File: config.mk
export PLATFORM = sky130hd
export DESIGN_NAME = pipelined_cla_adder_flat
export DESIGN_NICKNAME = d
export VERILOG_FILES = /design/src/rtl/pipelined_cla_adder_if.sv /design/src/rtl/pipelined_cla_adder.sv /design/src/flat_wrapper.sv
export SDC_FILE = /design/constraint.sdc
export NUM_CORES = 1
export LEC_CHECK = 0
export ABC_AREA = 1
export BUFFER_PORTS_ARGS = -buffer_cell sky130_fd_sc_hd__buf_2
export CELL_PAD_IN_SITES_DETAIL_PLACEMENT = 0
export CELL_PAD_IN_SITES_GLOBAL_PLACEMENT = 1
export CORE_ASPECT_RATIO = 1.2
export CORE_MARGIN = 3
export CORE_UTILIZATION = 45
export DETAILED_ROUTE_END_ITERATION = 6
export PLACE_DENSITY = 0.78
export SKIP_LAST_GASP = 1
export SYNTH_ARGS = -nofsm -noshare
export SYNTH_HDL_FRONTEND = slang
export SYNTH_SLANG_ARGS = --single-unit
File: constraint.sdc
create_clock -name clk -period 1.9 [get_ports clk]
set_input_delay 0.38 -clock clk [delete_from_list [all_inputs] [get_ports clk]]
set_output_delay 0.38 -clock clk [all_outputs]
set_load 0.005 [all_outputs]
File: src/rtl/pipelined_cla_adder_if.sv
// Operand/result handshake bundle for pipelined_cla_adder.
// CLA_FLAGS_EN adds the cout/ovf/zero result flags.
interface pipelined_cla_adder_if #(
  parameter int WIDTH = 32
);
  logic             in_valid;
  logic             in_ready;
  logic [WIDTH-1:0] a;
  logic [WIDTH-1:0] b;
  logic             cin;
  logic             sub;
  logic             out_valid;
  logic             out_ready;
  logic [WIDTH-1:0] sum;
`ifdef CLA_FLAGS_EN
  logic             cout;
  logic             ovf;
  logic             zero;
`endif

  modport master (
    output in_valid, a, b, cin, sub, out_ready,
    input  in_ready, out_valid, sum
`ifdef CLA_FLAGS_EN
    , input cout, ovf, zero
`endif
  );

  modport slave (
    input  in_valid, a, b, cin, sub, out_ready,
    output in_ready, out_valid, sum
`ifdef CLA_FLAGS_EN
    , output cout, ovf, zero
`endif
  );
endinterface

File: src/rtl/pipelined_cla_adder.sv
// Pipelined carry-lookahead adder/subtractor, one SW-bit slice per stage.
// Define CLA_FLAGS_EN for registered cout/ovf/zero outputs.
module pipelined_cla_adder #(
  parameter int WIDTH            = 32,
  parameter int BLOCK            = 4,
  parameter int BLOCKS_PER_STAGE = 2
) (
  input logic                  clk,
  input logic                  rst_n,
  pipelined_cla_adder_if.slave bus
);
  localparam int BPS = BLOCKS_PER_STAGE;
  localparam int SW  = (BLOCK * BPS > 0) ? BLOCK * BPS : 1;
  localparam int NS  = (WIDTH / SW > 0) ? WIDTH / SW : 1;

  if (WIDTH < 1 || BLOCK < 1 || BPS < 1 || (WIDTH % SW) != 0) begin : g_bad_cfg
    $error("pipelined_cla_adder: illegal WIDTH/BLOCK/BLOCKS_PER_STAGE");
  end

  // returns {carry_out, sum} of one stage slice
  function automatic logic [SW:0] slice_add(
    input logic [SW-1:0] x,
    input logic [SW-1:0] y,
    input logic          ci
  );
    logic [SW-1:0]  g, p, c, s;
    logic [BPS-1:0] bg, bp;
    logic [BPS:0]   bc;
    logic           t, cb;
    g = x & y;
    p = x | y;
    for (int j = 0; j < BPS; j++) begin
      bg[j] = 1'b0;
      bp[j] = 1'b1;
      for (int i = 0; i < BLOCK; i++) begin
        t = g[j*BLOCK+i];
        for (int m = i + 1; m < BLOCK; m++) t = t & p[j*BLOCK+m];
        bg[j] = bg[j] | t;
        bp[j] = bp[j] & p[j*BLOCK+i];
      end
    end
    for (int j = 0; j <= BPS; j++) begin
      t = ci;
      for (int m = 0; m < j; m++) t = t & bp[m];
      cb = t;
      for (int i = 0; i < j; i++) begin
        t = bg[i];
        for (int m = i + 1; m < j; m++) t = t & bp[m];
        cb = cb | t;
      end
      bc[j] = cb;
    end
    for (int j = 0; j < BPS; j++) begin
      for (int i = 0; i < BLOCK; i++) begin
        t = bc[j];
        for (int m = 0; m < i; m++) t = t & p[j*BLOCK+m];
        cb = t;
        for (int l = 0; l < i; l++) begin
          t = g[j*BLOCK+l];
          for (int m = l + 1; m < i; m++) t = t & p[j*BLOCK+m];
          cb = cb | t;
        end
        c[j*BLOCK+i] = cb;
      end
    end
    s = x ^ y ^ c;
    return {bc[BPS], s};
  endfunction

  logic             vld_q [NS];
  logic             vld_d [NS];
  logic [WIDTH-1:0] a_q   [NS];
  logic [WIDTH-1:0] a_d   [NS];
  logic [WIDTH-1:0] b_q   [NS];
  logic [WIDTH-1:0] b_d   [NS];
  logic [WIDTH-1:0] s_q   [NS];
  logic [WIDTH-1:0] s_d   [NS];
  logic             c_q   [NS];
  logic             c_d   [NS];
  logic             rdy   [NS];
  logic             va    [NS];
  logic [WIDTH-1:0] aa    [NS];
  logic [WIDTH-1:0] ba    [NS];
  logic [WIDTH-1:0] sa    [NS];
  logic             ca    [NS];
  logic [SW:0]      r;
`ifdef CLA_FLAGS_EN
  logic             ovf_q, ovf_d;
  logic             zero_q, zero_d;
`endif

  always_comb begin
    rdy[NS-1] = !vld_q[NS-1] || bus.out_ready;
    for (int k = NS - 2; k >= 0; k--) rdy[k] = !vld_q[k] || rdy[k+1];
    va[0] = bus.in_valid;
    aa[0] = bus.a;
    ba[0] = bus.sub ? ~bus.b : bus.b;
    ca[0] = bus.sub | bus.cin;
    sa[0] = '0;
    for (int k = 1; k < NS; k++) begin
      va[k] = vld_q[k-1];
      aa[k] = a_q[k-1];
      ba[k] = b_q[k-1];
      ca[k] = c_q[k-1];
      sa[k] = s_q[k-1];
    end
    r = '0;
    for (int k = 0; k < NS; k++) begin
      vld_d[k] = rdy[k] ? va[k] : vld_q[k];
      a_d[k]   = a_q[k];
      b_d[k]   = b_q[k];
      s_d[k]   = s_q[k];
      c_d[k]   = c_q[k];
      r = slice_add(aa[k][k*SW +: SW], ba[k][k*SW +: SW], ca[k]);
      if (rdy[k] && va[k]) begin
        a_d[k] = aa[k];
        b_d[k] = ba[k];
        s_d[k] = sa[k];
        s_d[k][k*SW +: SW] = r[SW-1:0];
        c_d[k] = r[SW];
      end
    end
`ifdef CLA_FLAGS_EN
    ovf_d  = ovf_q;
    zero_d = zero_q;
    if (rdy[NS-1] && va[NS-1]) begin
      // same-sign operands giving a different-sign result
      ovf_d  = (aa[NS-1][WIDTH-1] == ba[NS-1][WIDTH-1]) &&
               (s_d[NS-1][WIDTH-1] != aa[NS-1][WIDTH-1]);
      zero_d = (s_d[NS-1] == '0);
    end
`endif
  end

  always_ff @(posedge clk or negedge rst_n) begin
    if (!rst_n) begin
      for (int k = 0; k < NS; k++) begin
        vld_q[k] <= 1'b0;
        a_q[k]   <= '0;
        b_q[k]   <= '0;
        s_q[k]   <= '0;
        c_q[k]   <= 1'b0;
      end
`ifdef CLA_FLAGS_EN
      ovf_q  <= 1'b0;
      zero_q <= 1'b0;
`endif
    end else begin
      for (int k = 0; k < NS; k++) begin
        vld_q[k] <= vld_d[k];
        a_q[k]   <= a_d[k];
        b_q[k]   <= b_d[k];
        s_q[k]   <= s_d[k];
        c_q[k]   <= c_d[k];
      end
`ifdef CLA_FLAGS_EN
      ovf_q  <= ovf_d;
      zero_q <= zero_d;
`endif
    end
  end

  // consumed low operand bits and last-stage operands are dead
  logic unused_bits;
  always_comb begin
    unused_bits = 1'b0;
    for (int k = 0; k < NS; k++) unused_bits = unused_bits ^ (^{a_q[k], b_q[k]});
`ifndef CLA_FLAGS_EN
    unused_bits = unused_bits ^ c_q[NS-1];
`endif
  end

  assign bus.in_ready  = rdy[0];
  assign bus.out_valid = vld_q[NS-1];
  assign bus.sum       = s_q[NS-1];
`ifdef CLA_FLAGS_EN
  assign bus.cout      = c_q[NS-1];
  assign bus.ovf       = ovf_q;
  assign bus.zero      = zero_q;
`endif
endmodule

File: src/flat_wrapper.sv
// flat-port wrapper written by rule: the top's interface ports become plain ports
module pipelined_cla_adder_flat 
#(
  parameter int WIDTH            = 32,
  parameter int BLOCK            = 4,
  parameter int BLOCKS_PER_STAGE = 2
)
  (clk, rst_n, bus_in_valid, bus_a, bus_b, bus_cin, bus_sub, bus_out_ready, bus_in_ready, bus_out_valid, bus_sum);
  pipelined_cla_adder_if #(.WIDTH(WIDTH)) bus_i ();
  input logic clk;
  input logic rst_n;
  input wire logic [$bits(bus_i.in_valid)-1:0] bus_in_valid;
  input wire logic [$bits(bus_i.a)-1:0] bus_a;
  input wire logic [$bits(bus_i.b)-1:0] bus_b;
  input wire logic [$bits(bus_i.cin)-1:0] bus_cin;
  input wire logic [$bits(bus_i.sub)-1:0] bus_sub;
  input wire logic [$bits(bus_i.out_ready)-1:0] bus_out_ready;
  output wire logic [$bits(bus_i.in_ready)-1:0] bus_in_ready;
  output wire logic [$bits(bus_i.out_valid)-1:0] bus_out_valid;
  output wire logic [$bits(bus_i.sum)-1:0] bus_sum;
  assign bus_i.in_valid = bus_in_valid;
  assign bus_i.a = bus_a;
  assign bus_i.b = bus_b;
  assign bus_i.cin = bus_cin;
  assign bus_i.sub = bus_sub;
  assign bus_i.out_ready = bus_out_ready;
  assign bus_in_ready = bus_i.in_ready;
  assign bus_out_valid = bus_i.out_valid;
  assign bus_sum = bus_i.sum;
  pipelined_cla_adder #(.WIDTH(WIDTH), .BLOCK(BLOCK), .BLOCKS_PER_STAGE(BLOCKS_PER_STAGE)) u_core (.clk(clk), .rst_n(rst_n), .bus(bus_i));
endmodule
==> results of run 1 <==
power by group:
part	total [W]	switching (W)	internal (W)	leakage, nW
sequential	0.00612	0.000805	0.00532	2.27
combinational	0.00509	0.00293	0.00215	3.05
clock	0.00352	0.00147	0.00205	0.281
state kept, by name (all words and copies together) (netlist names):
register / cells
u_core.va: 3
u_core.c_q: 3
u_core.s_q: 48
u_core.bus.sum: 32
u_core.b_q: 48
u_core.bus.out_valid: 1
u_core.a_q: 48
stage by stage:
stage	setup TNS, ps	worst slack [ps]	utilization [%]
2_1_floorplan	-251	-128	-
6_report	-66.3	-66.3	53.9
3_3_place_gp	-768	-226	50.1
5_1_grt	-173	-169	53.9
4_1_cts	-189	-108	53.3
3_5_place_dp	-1160	-298	50.1
cell usage after synthesis, types with 2 or more instances:
cell	n	area share [%]
sky130_fd_sc_hd__nand2_1	348	14
sky130_fd_sc_hd__dfrtp_1	183	50
sky130_fd_sc_hd__inv_1	122	5.0
sky130_fd_sc_hd__o21ai_0	76	4.2
sky130_fd_sc_hd__ha_1	62	8.5
sky130_fd_sc_hd__xnor2_1	44	4.2
sky130_fd_sc_hd__buf_4	33	2.7
sky130_fd_sc_hd__o21ai_1	28	1.5
sky130_fd_sc_hd__buf_2	22	1.2
sky130_fd_sc_hd__nor2_1	19	0.78
sky130_fd_sc_hd__nand3_1	16	0.88
sky130_fd_sc_hd__clkbuf_1	9	0.37
sky130_fd_sc_hd__xor2_1	9	0.86
sky130_fd_sc_hd__fa_1	8	1.8
sky130_fd_sc_hd__o21ai_2	8	0.77
sky130_fd_sc_hd__a21oi_1	7	0.38
sky130_fd_sc_hd__inv_2	7	0.29
sky130_fd_sc_hd__buf_6	6	0.74
sky130_fd_sc_hd__nor2_2	4	0.27
sky130_fd_sc_hd__nand4_1	3	0.21
sky130_fd_sc_hd__nand2_4	2	0.25
area by class of cell:
class	instances	area, um2	area share [%]
clock inverters	14	159	1.49
diodes	1	2.50	0.0235
multi-input cells	642	3730	35.0
inverters	129	489	4.59
flip-flops and latches	183	4580	43.0
repair buffers	146	940	8.82
clock buffers	18	429	4.03
well taps	261	327	3.06
worst min path at each step:
stage               from                 end  depth (start not counted)
2_1_floorplan      rst_n     u_core.a_q[104]                          0
3_3_place_gp       rst_n  u_core.bus.sum[12]                          1
3_5_place_dp       rst_n   u_core.bus.sum[8]                          1
4_1_cts        bus_a[18]     u_core.a_q[114]                          3
5_1_grt        bus_a[24]     u_core.a_q[120]                          3
6_report       bus_a[18]     u_core.a_q[114]                          3
kinds of logic after synthesis:
kind of cell	share of synthesized area [%]
simple gates	17.3
fa+ha+maj	10.2
compound gates	6.93
flops	50.1
buf+inv	10.3
xor+xnor	5.08
timing repair:
item / CTS / global route
resized for setup: 4 / 25
cloned: 0 / 1
endpoints found under the hold margin: 37 / 0
endpoints found under the setup margin: 2 / 40
hold buffers: 1 / 0
pin swaps: 4 / 8
setup buffers: 3 / 3
layer usage:
metal	vias to the layer above	track usage [%]	share of wire, %
li1	3281	-	-
met1	2876	24.1	50
met2	91	26.3	45
met3	13	4.15	3.6
met4	0	3.94	0.99
met5	-	0	0
worst reg2reg max path, cell delays in order (launching register included):
cell,delay (ps)
sky130_fd_sc_hd__dfrtp_1,420
sky130_fd_sc_hd__inv_2,80
sky130_fd_sc_hd__ha_1,140
sky130_fd_sc_hd__inv_1,40
sky130_fd_sc_hd__nand2_1,60
sky130_fd_sc_hd__nand2_2,70
sky130_fd_sc_hd__nand3_2,80
sky130_fd_sc_hd__nand2_2,60
sky130_fd_sc_hd__nand2_1,70
sky130_fd_sc_hd__nand2_2,70
sky130_fd_sc_hd__fa_2,560
sky130_fd_sc_hd__nand2_1,50
sky130_fd_sc_hd__o21ai_0,70
cell usage in the layout, fill, tap and decap left out, drive strengths merged:
master       count
clkinvlp         4
clkbuf          20
bufinv           3
nand3b           1
nand3           17
buf            143
dfrtp          183
inv            129
dlygate4sd3      1
clkinv           7
o21bai           1
nand4            3
xnor2           44
nor3             2
xor2             9
diode            1
nor2            24
or2              1
a21oi            7
fa               8
nand2          351
ha              62
o21ai          112
==> Implementation_results.wiki, run 1 <==
{| class="wikitable"
! Metric !! Value
|-
| Status || complete, but fails checks
|-
| Failing checks || negative setup slack
|-
| DRC || 0
|-
| # H-tree levels || 4
|-
| Number of max-capacitance violations reported || 0
|-
| Proportion of synthesized chip area in sequential cells || 50.1%
|-
| Pin count of the biggest net entering global routing || 52
|-
| Non-filler cells, final || 1394
|-
| Total overflow reported by the global router || 0
|-
| HPWL after detailed placement || 12400 um
|-
| Number of endpoints failing setup at the final stage || 1
|-
| Cell-by-cell trace of the critical path || inv_2 > nor2_4 > inv_2 > nor2_4 > inv_2 > nor2_4 > nand2_2 > buf_6 > buf_6
|-
| Total wire length after detailed routing || around 18000 um
|-
| Clock slew at the register clock pins of the worst setup and hold paths || 70 ps
|-
| Number of global-route vias before repair || 6316
|-
| Endpoint required time on the critical path || 1520 ps
|-
| Reg-to-reg startpoint || u_core.a_q[104]
|-
| Launching instance or port of the critical path || u_core.bus.out_valid
|-
| Instance count on the critical path || 9
|-
| Final setup margin || -66.3 ps
|-
| Via total after detailed routing || 6261
|-
| Post-layout power || 0.0147 W
|-
| Max Clk Rate || 509 MHz
|-
| Register-to-register setup slack || 100 ps
|-
| Predominant post-synthesis flop cell || sky130_fd_sc_hd__dfrtp_1
|-
| Library cell used as clock root buffer || sky130_fd_sc_hd__clkbuf_16
|-
| Wire length of the first global-routing pass || 30000 um
|-
| Crit path largest cell delay || about 350 ps
|-
| Cell area after technology mapping || 9140 um2
|-
| Worst reg-to-reg path cell count || 12
|-
| Final period utilization || 103%
|-
| Worst path buffer plus inverter count || 5
|-
| Top-level I/O count || 104
|-
| Initial antenna violation count || 0
|-
| Initial DRT Pass Iterations || 4
|-
| Number of core rows || 56
|-
| Placed Area || ~9900 um2
|-
| Transition at the pin with the smallest max-transition slack || 582 ps
|-
| Power density over cell area || 1380 nW/um2
|-
| Number of hold violations in the final report || 0
|-
| Post-synth net total || 1164
|-
| Asr flop ratio synth || 100%
|-
| Cell with the largest stage delay on the worst path || sky130_fd_sc_hd__dfrtp_1
|-
| Placed instance count || 1353
|-
| Avg Cell Area, Syn || a little under 9 um2
|-
| Kind of critical path || reg -> out
|-
| Number of design-rule violations left by the first detailed-router iteration || 271
|-
| Leakage power of the design || 5.60 nW
|-
| Family with the most delay on the worst path || simple AND/OR/NAND/NOR gates
|-
| Starting density of the core || 46.2%
|-
| Crit end category || primary output
|-
| Clock tree from TritonCTS || yes
|-
| Total non-filler cell area in the finished layout || between 10000 and 15000 um2
|-
| Endpoint of the worst register-to-register path || u_core.s_q[76]
|-
| Warnings, synthesis || 0
|-
| Area growth from synthesis to layout || 16.6%
|-
| Overall global routing resource usage || 16.9%
|-
| Fraction of layout cells with a size suffix above 1 || 20.4%
|-
| Bufs on Longest Clock Path || 2
|-
| Type of origin of the critical path || flop
|-
| Unrepaired setup endpoints after global routing || yes
|-
| Max Transition Viols Final || 0
|-
| Max_slew headroom || 61.1%
|-
| DIE AREA || 22100 um2
|-
| Worst VDD drop || between 0.8 and 0.9 mV
|-
| Shortest clock period the worst path allows after layout || 1970 ps
|-
| Arrival time at the worst endpoint || 1590 ps
|-
| Core Region || 19800 um2
|-
| Worst hold slack || 141 ps
|-
| Number of flops mapped to enable cells by yosys || 0
|-
| DIE WIDTH || 136 um
|-
| Clk_lat worst skew || 430 ps
|-
| Remaining number of nets flagged by the antenna check after routing || 0
|-
| Layout net count || 1259
|-
| Number of clock sinks || 183
|-
| Via/cell ratio || between 4 and 5
|-
| Number of synthesized register bits || between 150 and 200
|-
| Die Y-Extent || 162 um
|-
| Capture point of the critical path || bus_in_ready
|-
| Highest fanout seen on the critical path || 3
|-
| Number of distinct library cells after synthesis || 29
|-
| Maximum clock skew at final layout || 9.48 ps
|-
| PortBufs || about 100
|-
| Placer congestion estimate || 0.787
|-
| Average wire per standard cell || 12.6 um
|-
| Gate Count Post-Synth || between 1k and 1.5k
|-
| Fillcell total || 1916
|-
| Path type of the worst min-delay path || in -> reg
|-
| Number of CTS-inserted buffers || 17
|}
Power figures use the tool's default switching activity.
==> run 2: changes to the inputs <==
--- a/config.mk
+++ b/config.mk
@@ -6,6 +6,7 @@
 export NUM_CORES = 1
 export LEC_CHECK = 0
 export ABC_AREA = 1
+export ABC_CLOCK_PERIOD_IN_PS = 1900
 export BUFFER_PORTS_ARGS = -buffer_cell sky130_fd_sc_hd__buf_2
 export CELL_PAD_IN_SITES_DETAIL_PLACEMENT = 0
 export CELL_PAD_IN_SITES_GLOBAL_PLACEMENT = 1
@@ -13,6 +14,7 @@
 export CORE_MARGIN = 3
 export CORE_UTILIZATION = 45
 export DETAILED_ROUTE_END_ITERATION = 6
+export GPL_TIMING_DRIVEN = 0
 export PLACE_DENSITY = 0.78
 export SKIP_LAST_GASP = 1
 export SYNTH_ARGS = -nofsm -noshare
==> run 2 against run 1 <==
Final cell count up 2.7%. Final area up 2.0%. Largest power group unchanged. Non-clock buffer count up 39. Fmax up 5.9%. Largest cell class unchanged. Sequential share of layout area is 0.83 points lower. Via count grew 2.3%. Sequential power about the same. Clock power hardly changed. The run now ends clean.
==> Implementation_results.wiki, run 2 (synthesis gave the netlist of run 1 again) <==
{| class="wikitable"
! Metric !! Value
|-
| Status || finished, final reports clean
|-
| Clock slew at the register clock pins of the worst setup and hold paths || 70 ps
|-
| # H-tree levels || 4
|-
| Area growth from synthesis to layout || 18.9%
|-
| Top Registers || u_core.a_q x48, u_core.b_q x48, u_core.s_q x48
|-
| Overall global routing resource usage || 18.0%
|-
| Endpoint required time on the critical path || 2260 ps
|-
| Final period utilization || 97.7%
|-
| Shortest clock period the worst path allows after layout || 1860 ps
|-
| Leading cell type in the layout, fill and taps excluded || sky130_fd_sc_hd__nand2_1
|-
| Top-level I/O count || between 100 and 150
|-
| Via total after detailed routing || 6405
|-
| Number of global-route vias before repair || 6359
|-
| Max_slew headroom || 47.0%
|-
| Highest fanout seen on the critical path || 4
|-
| Combinational group share of total power || a little over a third
|-
| Worst reg-to-reg path cell count || 10
|-
| DIE WIDTH || roughly 140 um
|-
| Pin count of the biggest net entering global routing || 106
|-
| Layout net count || around 1.3k
|-
| Remaining number of nets flagged by the antenna check after routing || 0
|-
| Sw Ratio || 35.4%
|-
| Total overflow reported by the global router || 0
|-
| Number of endpoints failing setup at the final stage || 0
|-
| Die Y-Extent || 162 um
|-
| Most frequent cells in the layout || sky130_fd_sc_hd__nand2_1, sky130_fd_sc_hd__dfrtp_1, sky130_fd_sc_hd__buf_2
|-
| Arrival time at the worst endpoint || 2220 ps
|-
| Leakage power of the design || 5.76 nW
|-
| Max Transition Viols Final || 0
|-
| Maximum clock skew at final layout || between 10 and 15 ps
|-
| DRC || 0
|-
| Post-placement setup slack || -301 ps
|-
| Initial antenna violation count || 0
|-
| Number of hold violations in the final report || 0
|-
| Placer congestion estimate || 0.766
|-
| Area used by multi-input combinational logic || 3750 um2
|-
| Crit end category || flop
|-
| Register-to-register setup slack || 40 ps
|-
| Wire length of the first global-routing pass || 31300 um
|-
| Path type of the worst min-delay path || in -> async
|-
| Final setup margin || 43.1 ps
|-
| Worst VDD drop || 0.748 mV
|-
| PortBufs || 102
|-
| Average wire per standard cell || between 10 and 15 um
|-
| Seq. cell area || between 4000 and 5000 um2
|-
| Antenna Diode Count || 0
|-
| Internal power contribution || 0.00985 W
|-
| Number of CTS-inserted buffers || 17
|-
| Via/cell ratio || 4.47
|-
| HPWL after detailed placement || between 10000 and 15000 um
|-
| Unrepaired setup endpoints after global routing || yes
|-
| Initial DRT Pass Iterations || 4
|-
| Power density over cell area || 1400 nW/um2
|-
| Relative contribution of sequential cells to total power || 40.3%
|-
| Library cell used as clock root buffer || sky130_fd_sc_hd__clkbuf_16
|-
| Number of core rows || 56
|-
| Reg-to-reg startpoint || u_core.b_q[104]
|-
| Total wire length after detailed routing || 18600 um
|-
| Number of design-rule violations left by the first detailed-router iteration || 310
|-
| Type of origin of the critical path || flop
|-
| Bufs on Longest Clock Path || 2
|-
| Number of clock sinks || 183
|-
| Max Clk Rate || about 540 MHz
|-
| Kind of critical path || reg -> reg
|-
| Number of max-capacitance violations reported || 0
|-
| Fraction of layout cells with a size suffix above 1 || a little under a quarter
|-
| Fillcell total || approximately 1.8k
|-
| Transition at the pin with the smallest max-transition slack || between 700 and 800 ps
|-
| Net Sw Power || 0.00539 W
|-
| Clock tree from TritonCTS || yes
|-
| Core Region || 19800 um2
|-
| Clk network pwr share || 23.2%
|-
| DIE AREA || about 22000 um2
|-
| Endpoint of the worst register-to-register path || u_core.s_q[76]
|-
| Starting density of the core || 46.2%
|-
| Clk_lat worst skew || 430 ps
|-
| Final core area utilization || ~55%
|-
| Worst hold slack || 1.01 ps
|}
run 2: changes by cell type in the layout (fill, tap and decap cells not counted), moves of 4 or more:
cell / before / now
sky130_fd_sc_hd__clkinv_2: 6 / 1
sky130_fd_sc_hd__clkbuf_1: 1 / 11
sky130_fd_sc_hd__buf_6: 3 / 7
sky130_fd_sc_hd__buf_2: 100 / 120
sky130_fd_sc_hd__inv_2: 10 / 14
sky130_fd_sc_hd__buf_4: 35 / 45
sky130_fd_sc_hd__buf_12: 5 / 1
run 2: layout make-up:
class | count | share of cell area, %
clock inverter | 9 | 1.07
timing repair buffer | 115 | 5.93
buffer | 70 | 4.47
clock buffer | 23 | 4.40
tap | 261 | 3.01
inverter | 129 | 4.46
multi-input combinational | 642 | 34.5
sequential | 183 | 42.2
run 2: how the worst max path moves through the flow:
| stage | startpoint | end | slack [ps] | depth (start not counted) |
|---|---|---|---|---|
| after floorplan | bus_sub | u_core.s_q[100] | -130 | 12 |
| after global placement | rst_n | u_core.a_q[83] | -2530 | 1 |
| after detailed placement | bus_sub | u_core.s_q[101] | -300 | 12 |
| after CTS | u_core.bus.out_valid | bus_in_ready | -30 | 8 |
| after global routing | u_core.b_q[104] | u_core.s_q[76] | -40 | 10 |
| final | u_core.b_q[104] | u_core.s_q[76] | 40 | 10 |
run 2: repair_timing:
item                       CTS  global route
setup endpoints to repair    4            22
pin swaps                    3            10
setup buffers                5             7
gates cloned                 0             0
resized for setup            9            24
hold buffers                 0             0
run 2: worst max-delay path, cell delays in order, from the launching register on:
cell	delay [ps]
sky130_fd_sc_hd__dfrtp_1	420
sky130_fd_sc_hd__ha_1	230
sky130_fd_sc_hd__nor2_2	100
sky130_fd_sc_hd__nand2_2	70
sky130_fd_sc_hd__nand3_2	60
sky130_fd_sc_hd__nand2_2	70
sky130_fd_sc_hd__nand2_2	60
sky130_fd_sc_hd__nand2_2	70
sky130_fd_sc_hd__fa_2	570
sky130_fd_sc_hd__nand2_1	50
sky130_fd_sc_hd__o21ai_1	70
run 2: layer usage:
layer	vias to the layer above	global-route usage [%]	share of wire [%]
met5	-	0	0
met4	0	5.64	1.1
met3	16	2.97	3.2
met2	105	29.5	48
met1	2929	24.5	48
li1	3355	-	-
run 2: stage by stage:
step	instances	area [um2]	setup TNS [ps]	power (W)
final	1432	10900	0	0.0152
after global routing	1432	10900	-52.6	0.0166
after floorplan	1024	9220	-251	0.00986
after global placement	1387	10100	-460100	0.0114
after detailed placement	1388	10100	-1050	0.0116
after CTS	1425	10800	-29.7	0.0153
run 2: power by group through the flow:
| stage | registers [W] | logic (W) | clock network, W |
|---|---|---|---|
| finish | 0.00614 | 0.00556 | 0.00354 |
| CTS | 0.00614 | 0.00552 | 0.00360 |
| floorplan | 0.00597 | 0.00389 | 0 |
| detailed placement | 0.00620 | 0.00538 | 0 |
| global route | 0.00632 | 0.00647 | 0.00378 |
| global placement | 0.00615 | 0.00529 | 0 |
